File: config.mk
export PLATFORM = sky130hd
export DESIGN_NAME = cmd_parser_flat
export DESIGN_NICKNAME = d
export VERILOG_FILES = /design/src/rtl/cmd_parser_pkg.sv /design/src/rtl/cmd_parser_if.sv /design/src/rtl/cmd_parser_byte_timeout.sv /design/src/rtl/cmd_parser.sv /design/src/flat_wrapper.sv
export SDC_FILE = /design/constraint.sdc
export NUM_CORES = 1
export LEC_CHECK = 0
export ABC_AREA = 1
export CELL_PAD_IN_SITES_DETAIL_PLACEMENT = 0
export CELL_PAD_IN_SITES_GLOBAL_PLACEMENT = 1
export CORE_ASPECT_RATIO = 0.6
export CORE_MARGIN = 2
export CORE_UTILIZATION = 43
export DETAILED_ROUTE_END_ITERATION = 8
export GPL_TIMING_DRIVEN = 0
export PLACE_DENSITY = 0.92
export SYNTH_ARGS = -nofsm -noshare
export SYNTH_HDL_FRONTEND = slang
export SYNTH_SLANG_ARGS = --single-unit
File: constraint.sdc
create_clock -name clk -period 4.41 [get_ports clk]
set_input_delay 0.6615 -clock clk [delete_from_list [all_inputs] [get_ports clk]]
set_output_delay 0.6615 -clock clk [all_outputs]
set_load 0.03 [all_outputs]
File: src/rtl/cmd_parser_pkg.sv
// Shared types and constants for the host-link command parser.
package cmd_parser_pkg;

  // Packet framing phases.
  typedef enum logic [1:0] {
    IDLE,
    ADDR,
    LEN,
    DATA
  } state_t;

  localparam logic [7:0] SYNC_BYTE  = 8'hAA;
  localparam int         N_ADDR_DEF = 21;

  // Width of an index into a bus of n strobes (at least one bit).
  function automatic int addr_width(input int n);
    return (n > 1) ? $clog2(n) : 1;
  endfunction

  localparam int ADDR_W = addr_width(N_ADDR_DEF);

endpackage

File: src/rtl/cmd_parser_if.sv
// Byte-stream input and register-bank write-strobe output of cmd_parser.
interface cmd_parser_if
  import cmd_parser_pkg::*;
#(
  parameter int N_ADDR = N_ADDR_DEF
) ();

  logic [7:0]        rx_data;
  logic              rx_valid;
  logic [7:0]        master_data;
  logic [N_ADDR-1:0] valid_bus;
  logic              busy;
  logic              err_addr;
  logic              err_timeout;

  // Host side: supplies bytes, observes strobes and status.
  modport master (
    output rx_data, rx_valid,
    input  master_data, valid_bus, busy, err_addr, err_timeout
  );

  // Parser side.
  modport slave (
    input  rx_data, rx_valid,
    output master_data, valid_bus, busy, err_addr, err_timeout
  );

endinterface

File: src/rtl/cmd_parser_byte_timeout.sv
// Inter-byte idle counter; flags a packet that stalls for too long.
module byte_timeout #(
  parameter int TIMEOUT = 50000
) (
  input  logic clk,
  input  logic n_rst,
  input  logic clear,
  input  logic enable,
  output logic expired
);

  localparam int            CW   = (TIMEOUT > 2) ? $clog2(TIMEOUT) : 1;
  localparam logic [CW-1:0] LAST = CW'(TIMEOUT - 2);

  logic [CW-1:0] cnt_q;

  // expired is decoded one count early so that the owner reacts on the same
  // edge where the count would reach TIMEOUT-1; a byte on that edge (clear)
  // suppresses it.
  always_comb begin
    expired = enable && !clear && (cnt_q == LAST);
  end

  // Idle counter: zero outside a packet or on any byte, otherwise counts up.
  always_ff @(posedge clk or negedge n_rst) begin
    if (!n_rst) begin
      cnt_q <= '0;
    end else if (clear || !enable || expired) begin
      cnt_q <= '0;
    end else begin
      cnt_q <= cnt_q + 1'b1;
    end
  end

endmodule

File: src/rtl/cmd_parser.sv
// Frames SYNC/ADDR/LEN/payload packets and replays payload as write strobes.
module cmd_parser
  import cmd_parser_pkg::*;
#(
  parameter int         N_ADDR  = N_ADDR_DEF,
  parameter logic [7:0] SYNC    = SYNC_BYTE,
  parameter int         TIMEOUT = 50000
) (
  input  logic         clk,
  input  logic         n_rst,
  cmd_parser_if.slave  bus
);

  localparam int         AW         = addr_width(N_ADDR);
  localparam logic [8:0] ADDR_LIMIT = 9'(N_ADDR);
  localparam logic [N_ADDR-1:0] ONE = {{(N_ADDR-1){1'b0}}, 1'b1};

  state_t            state_q, state_d;
  logic [AW-1:0]     addr_q, addr_d;
  logic [7:0]        rem_q, rem_d;
  logic              drop_q, drop_d;
  logic [7:0]        data_q, data_d;
  logic [N_ADDR-1:0] vbus_q, vbus_d;
  logic              eaddr_q, eaddr_d;
  logic              eto_q, eto_d;
  logic              in_pkt;
  logic              expired;
  logic              bad_addr;

  assign in_pkt   = (state_q != IDLE);
  assign bad_addr = ({1'b0, bus.rx_data} >= ADDR_LIMIT);

  byte_timeout #(
    .TIMEOUT (TIMEOUT)
  ) u_timeout (
    .clk     (clk),
    .n_rst   (n_rst),
    .clear   (bus.rx_valid),
    .enable  (in_pkt),
    .expired (expired)
  );

  // FSM state register.
  always_ff @(posedge clk or negedge n_rst) begin
    if (!n_rst) begin
      state_q <= IDLE;
    end else begin
      state_q <= state_d;
    end
  end

  // Next state, latches and next output values; an accepted byte overrides
  // a timeout because expired is already gated by rx_valid.
  always_comb begin
    state_d = state_q;
    addr_d  = addr_q;
    rem_d   = rem_q;
    drop_d  = drop_q;
    data_d  = data_q;
    vbus_d  = '0;
    eaddr_d = 1'b0;
    eto_d   = 1'b0;
    if (bus.rx_valid) begin
      unique case (state_q)
        IDLE: begin
          if (bus.rx_data == SYNC) begin
            state_d = ADDR;
          end
        end
        ADDR: begin
          addr_d  = bus.rx_data[AW-1:0];
          drop_d  = bad_addr;
          eaddr_d = bad_addr;
          state_d = LEN;
        end
        LEN: begin
          if (bus.rx_data == 8'd0) begin
            drop_d  = 1'b0;
            state_d = IDLE;
          end else begin
            rem_d   = bus.rx_data;
            state_d = DATA;
          end
        end
        DATA: begin
          data_d = bus.rx_data;
          if (!drop_q) begin
            vbus_d = ONE << addr_q;
          end
          rem_d = rem_q - 8'd1;
          if (rem_q == 8'd1) begin
            drop_d  = 1'b0;
            state_d = IDLE;
          end
        end
        default: state_d = IDLE;
      endcase
    end else if (expired) begin
      drop_d  = 1'b0;
      eto_d   = 1'b1;
      state_d = IDLE;
    end
  end

  // Latches and registered outputs.
  always_ff @(posedge clk or negedge n_rst) begin
    if (!n_rst) begin
      addr_q  <= '0;
      rem_q   <= '0;
      drop_q  <= 1'b0;
      data_q  <= '0;
      vbus_q  <= '0;
      eaddr_q <= 1'b0;
      eto_q   <= 1'b0;
    end else begin
      addr_q  <= addr_d;
      rem_q   <= rem_d;
      drop_q  <= drop_d;
      data_q  <= data_d;
      vbus_q  <= vbus_d;
      eaddr_q <= eaddr_d;
      eto_q   <= eto_d;
    end
  end

  assign bus.master_data = data_q;
  assign bus.valid_bus   = vbus_q;
  assign bus.busy        = in_pkt;
  assign bus.err_addr    = eaddr_q;
  assign bus.err_timeout = eto_q;

endmodule

File: src/flat_wrapper.sv
// flat-port wrapper written by rule: the top's interface ports become plain ports
module cmd_parser_flat import cmd_parser_pkg::*;
#(
  parameter int         N_ADDR  = N_ADDR_DEF,
  parameter logic [7:0] SYNC    = SYNC_BYTE,
  parameter int         TIMEOUT = 50000
)
  (clk, n_rst, bus_rx_data, bus_rx_valid, bus_master_data, bus_valid_bus, bus_busy, bus_err_addr, bus_err_timeout);
  cmd_parser_if #(.N_ADDR(N_ADDR)) bus_i ();
  input  logic clk;
  input  logic n_rst;
  input wire logic [$bits(bus_i.rx_data)-1:0] bus_rx_data;
  input wire logic [$bits(bus_i.rx_valid)-1:0] bus_rx_valid;
  output wire logic [$bits(bus_i.master_data)-1:0] bus_master_data;
  output wire logic [$bits(bus_i.valid_bus)-1:0] bus_valid_bus;
  output wire logic [$bits(bus_i.busy)-1:0] bus_busy;
  output wire logic [$bits(bus_i.err_addr)-1:0] bus_err_addr;
  output wire logic [$bits(bus_i.err_timeout)-1:0] bus_err_timeout;
  assign bus_i.rx_data = bus_rx_data;
  assign bus_i.rx_valid = bus_rx_valid;
  assign bus_master_data = bus_i.master_data;
  assign bus_valid_bus = bus_i.valid_bus;
  assign bus_busy = bus_i.busy;
  assign bus_err_addr = bus_i.err_addr;
  assign bus_err_timeout = bus_i.err_timeout;
  cmd_parser #(.N_ADDR(N_ADDR), .SYNC(SYNC), .TIMEOUT(TIMEOUT)) u_core (.clk(clk), .n_rst(n_rst), .bus(bus_i));
endmodule
==> metrics.txt <==
Worst Tran Pin Value 0.552 ns; worst hold margin 0.327 ns; clock sink total 63; Synth Net Count 379; CTS Root Cell clkbuf_16; final std cells w/o fill 504; total wire length 6830 um; CP delay by family, top buffers and inverters; clock slew at reported path FFs 0.05 ns; commonest non-fill, non-tap cell in the layout nand2_1; worst min path class in2async; DR vias 2477; Worst Path Required 3.75 ns; clk_skew 0.00558 ns; f_max 401 MHz; diodes inserted 0; Hold-fix buffers, CTS 0; buffers added on ports 41; Final Max Slew Viols 0; status finished, final reports clean; Setup crit end kind output port; Layout fillers 599; share of layout cells above drive strength 1 11.0%; Seq cells post-synth 63; Post-Route Utilization 58.1%; first-pass GRT wire length 11600 um; Synth Cell Area 3030 um^2; largest net degree at the start of global routing 41; WL per Instance 13.6 um; Final ANT Viol Nets 0; vias per cell 4.91; Clock Power Share 36.3%; drt drc 0; NetSw 0.735 mW; aggregate global-route resource usage 19.0%; Finish-stage setup viols 0; register area 1580 um^2; total iterations of the first detailed-routing run 4; CP max FO 6; I/O pin cnt 43; die height 69.0 um; Seq pwr share 35.8%; Multi-input gate area 1280 um^2; Post-DP Area 3560 um^2; switching power share of the total 32.9%; Clock Path Buffers 2; Seq/Total Area, Yosys 52.0%; yosys warns 0; Worst slew margin 63.2%; initial antenna violation count 0; DR iter-0 viols 180; Worst VDD drop 429 uV; Pint 1.50 mW; P&R area growth vs syn 29.1%; Yosys top cell area share 52.0%; fin area 3910 um^2; RSZ-0062 raised after global routing false; Distinct cells, synth 31; ranking of synthesized cells by area dfrtp_1 52%, nand2_1 9.7%, nor2_1 7.9%; post-route setup TNS 0 ns; initial core utilization 45.0%; slowest stage cell, crit path clkdlybuf4s50_1; cells after synthesis 360; minimum clock period 2.49 ns; GP Congestion 0.821; Die ar. 7760 um^2; num rows 23; CTS buffer count 9; Buf+Inv Stages, Crit Path 3; Core ar. 6730 um^2; WP data arrival 1.83 ns; Final #Nets 432; setup bufs post-CTS 0; Post-Place Setup Slack 2.25 ns; deepest level of the CTS H-tree 3; startpoint types flop; crit share post-route 56.5%; most used cell along the critical path inv_1; DP Cell Count 489; final worst slack 1.92 ns; most frequent cells in the layout 78 x nand2_1, 64 x nor2_1, 63 x dfrtp_1; Leak Pwr 1.77 nW; sequence of cells on the critical path inv_1 -> ha_1 -> inv_1 -> clkdlybuf4s50_1; Syn Area/Cell 8.42 um^2; Tot Pwr 2.23 mW; worst skew pair latency 0.32 ns; number of global-route vias before repair 2360; DP HPWL 4950 um; Synth area leader dfrtp_1; Combinational Power Share 27.8%; CTS tree done; Power Density 571 nW/um^2; CP Class reg2out; CTS resizes 0; Die Width 112 um; overflow left after global routing 0; Max Cap Violations 0; CP max stage delay 0.67 ns; count of final hold-check violations 0
[Yosys cell counts, drive strengths merged]
| master | count |
|---|---|
| a21oi | 6 |
| a31oi | 2 |
| buf | 3 |
| clkbuf | 2 |
| dfrtp | 63 |
| ha | 8 |
| inv | 38 |
| mux2 | 1 |
| nand2 | 84 |
| nand3 | 23 |
| nand3b | 2 |
| nand4 | 4 |
| nor2 | 74 |
| nor3 | 6 |
| nor3b | 2 |
| o211ai | 1 |
| o21a | 1 |
| o21ai | 30 |
| o21bai | 2 |
| or2 | 1 |
| xnor2 | 1 |
| xor2 | 6 |
[metal layers]
layer  share of wire (%)  global-route usage [%]
met5                   0                       0
met4                0.20                    4.61
met3                 6.3                    7.04
met2                  41                    26.0
met1                  53                    28.4
[final cells by class]
type                       instances  area share [%]
sequential                        63            40.3
clock inverter                     3            2.30
timing repair buffer              42            10.9
inverter                          38            3.65
buffer                             5           0.800
tap                               87            2.78
multi-input combinational        254            32.7
clock buffer                      12            6.56
[path summary, 6_finish.rpt]
path / startpoint / to / slack [ns] / cells past startpoint
worst max-delay path: u_core.state_q[1] / bus_busy / 1.92 / 4
worst min-delay path: n_rst / u_core.u_timeout.cnt_q[11] / 0.33 / 1
worst max register to register: u_core.state_q[1] / u_core.bus.valid_bus[14] / 2.83 / 5
worst min register to register: u_core.rem_q[7] / u_core.rem_q[7] / 0.48 / 2
max in group asynchronous: n_rst / u_core.bus.valid_bus[14] / 3.47 / 2
min in group clk: u_core.rem_q[7] / u_core.rem_q[7] / 0.48 / 2
[power groups by stage]
stage | sequential [mW] | clock (mW) | combinational [mW]
4_1_cts | 0.798 | 0.829 | 0.622
3_5_place_dp | 0.803 | 0 | 0.616
3_3_place_gp | 0.802 | 0 | 0.603
5_1_grt | 0.817 | 0.858 | 0.698
6_report | 0.801 | 0.812 | 0.622
2_1_floorplan | 0.858 | 0 | 0.333
[sequential cells by signal, indices dropped and copies added, names as in the netlist, 2 cells and up]
signal / flops
u_core.bus.valid_bus: 21
u_core.addr_q: 5
u_core.bus.master_data: 8
u_core.state_q: 2
u_core.u_timeout.cnt_q: 16
u_core.rem_q: 8
[kinds of logic (layout without fill, tap and decap cells)]
family	after synthesis	count (layout)	share of synthesized area, %
AO/OA/AOI/OAI	42	42	7.35
XOR/XNOR	7	7	2.02
adder cells (fa/ha/maj)	8	8	3.30
buffers and inverters	43	100	5.74
flip-flops	63	63	52.0
multiplexers	1	1	0.372
AND/OR/NAND/NOR	196	196	29.2
(Power assumes the default switching activity.)
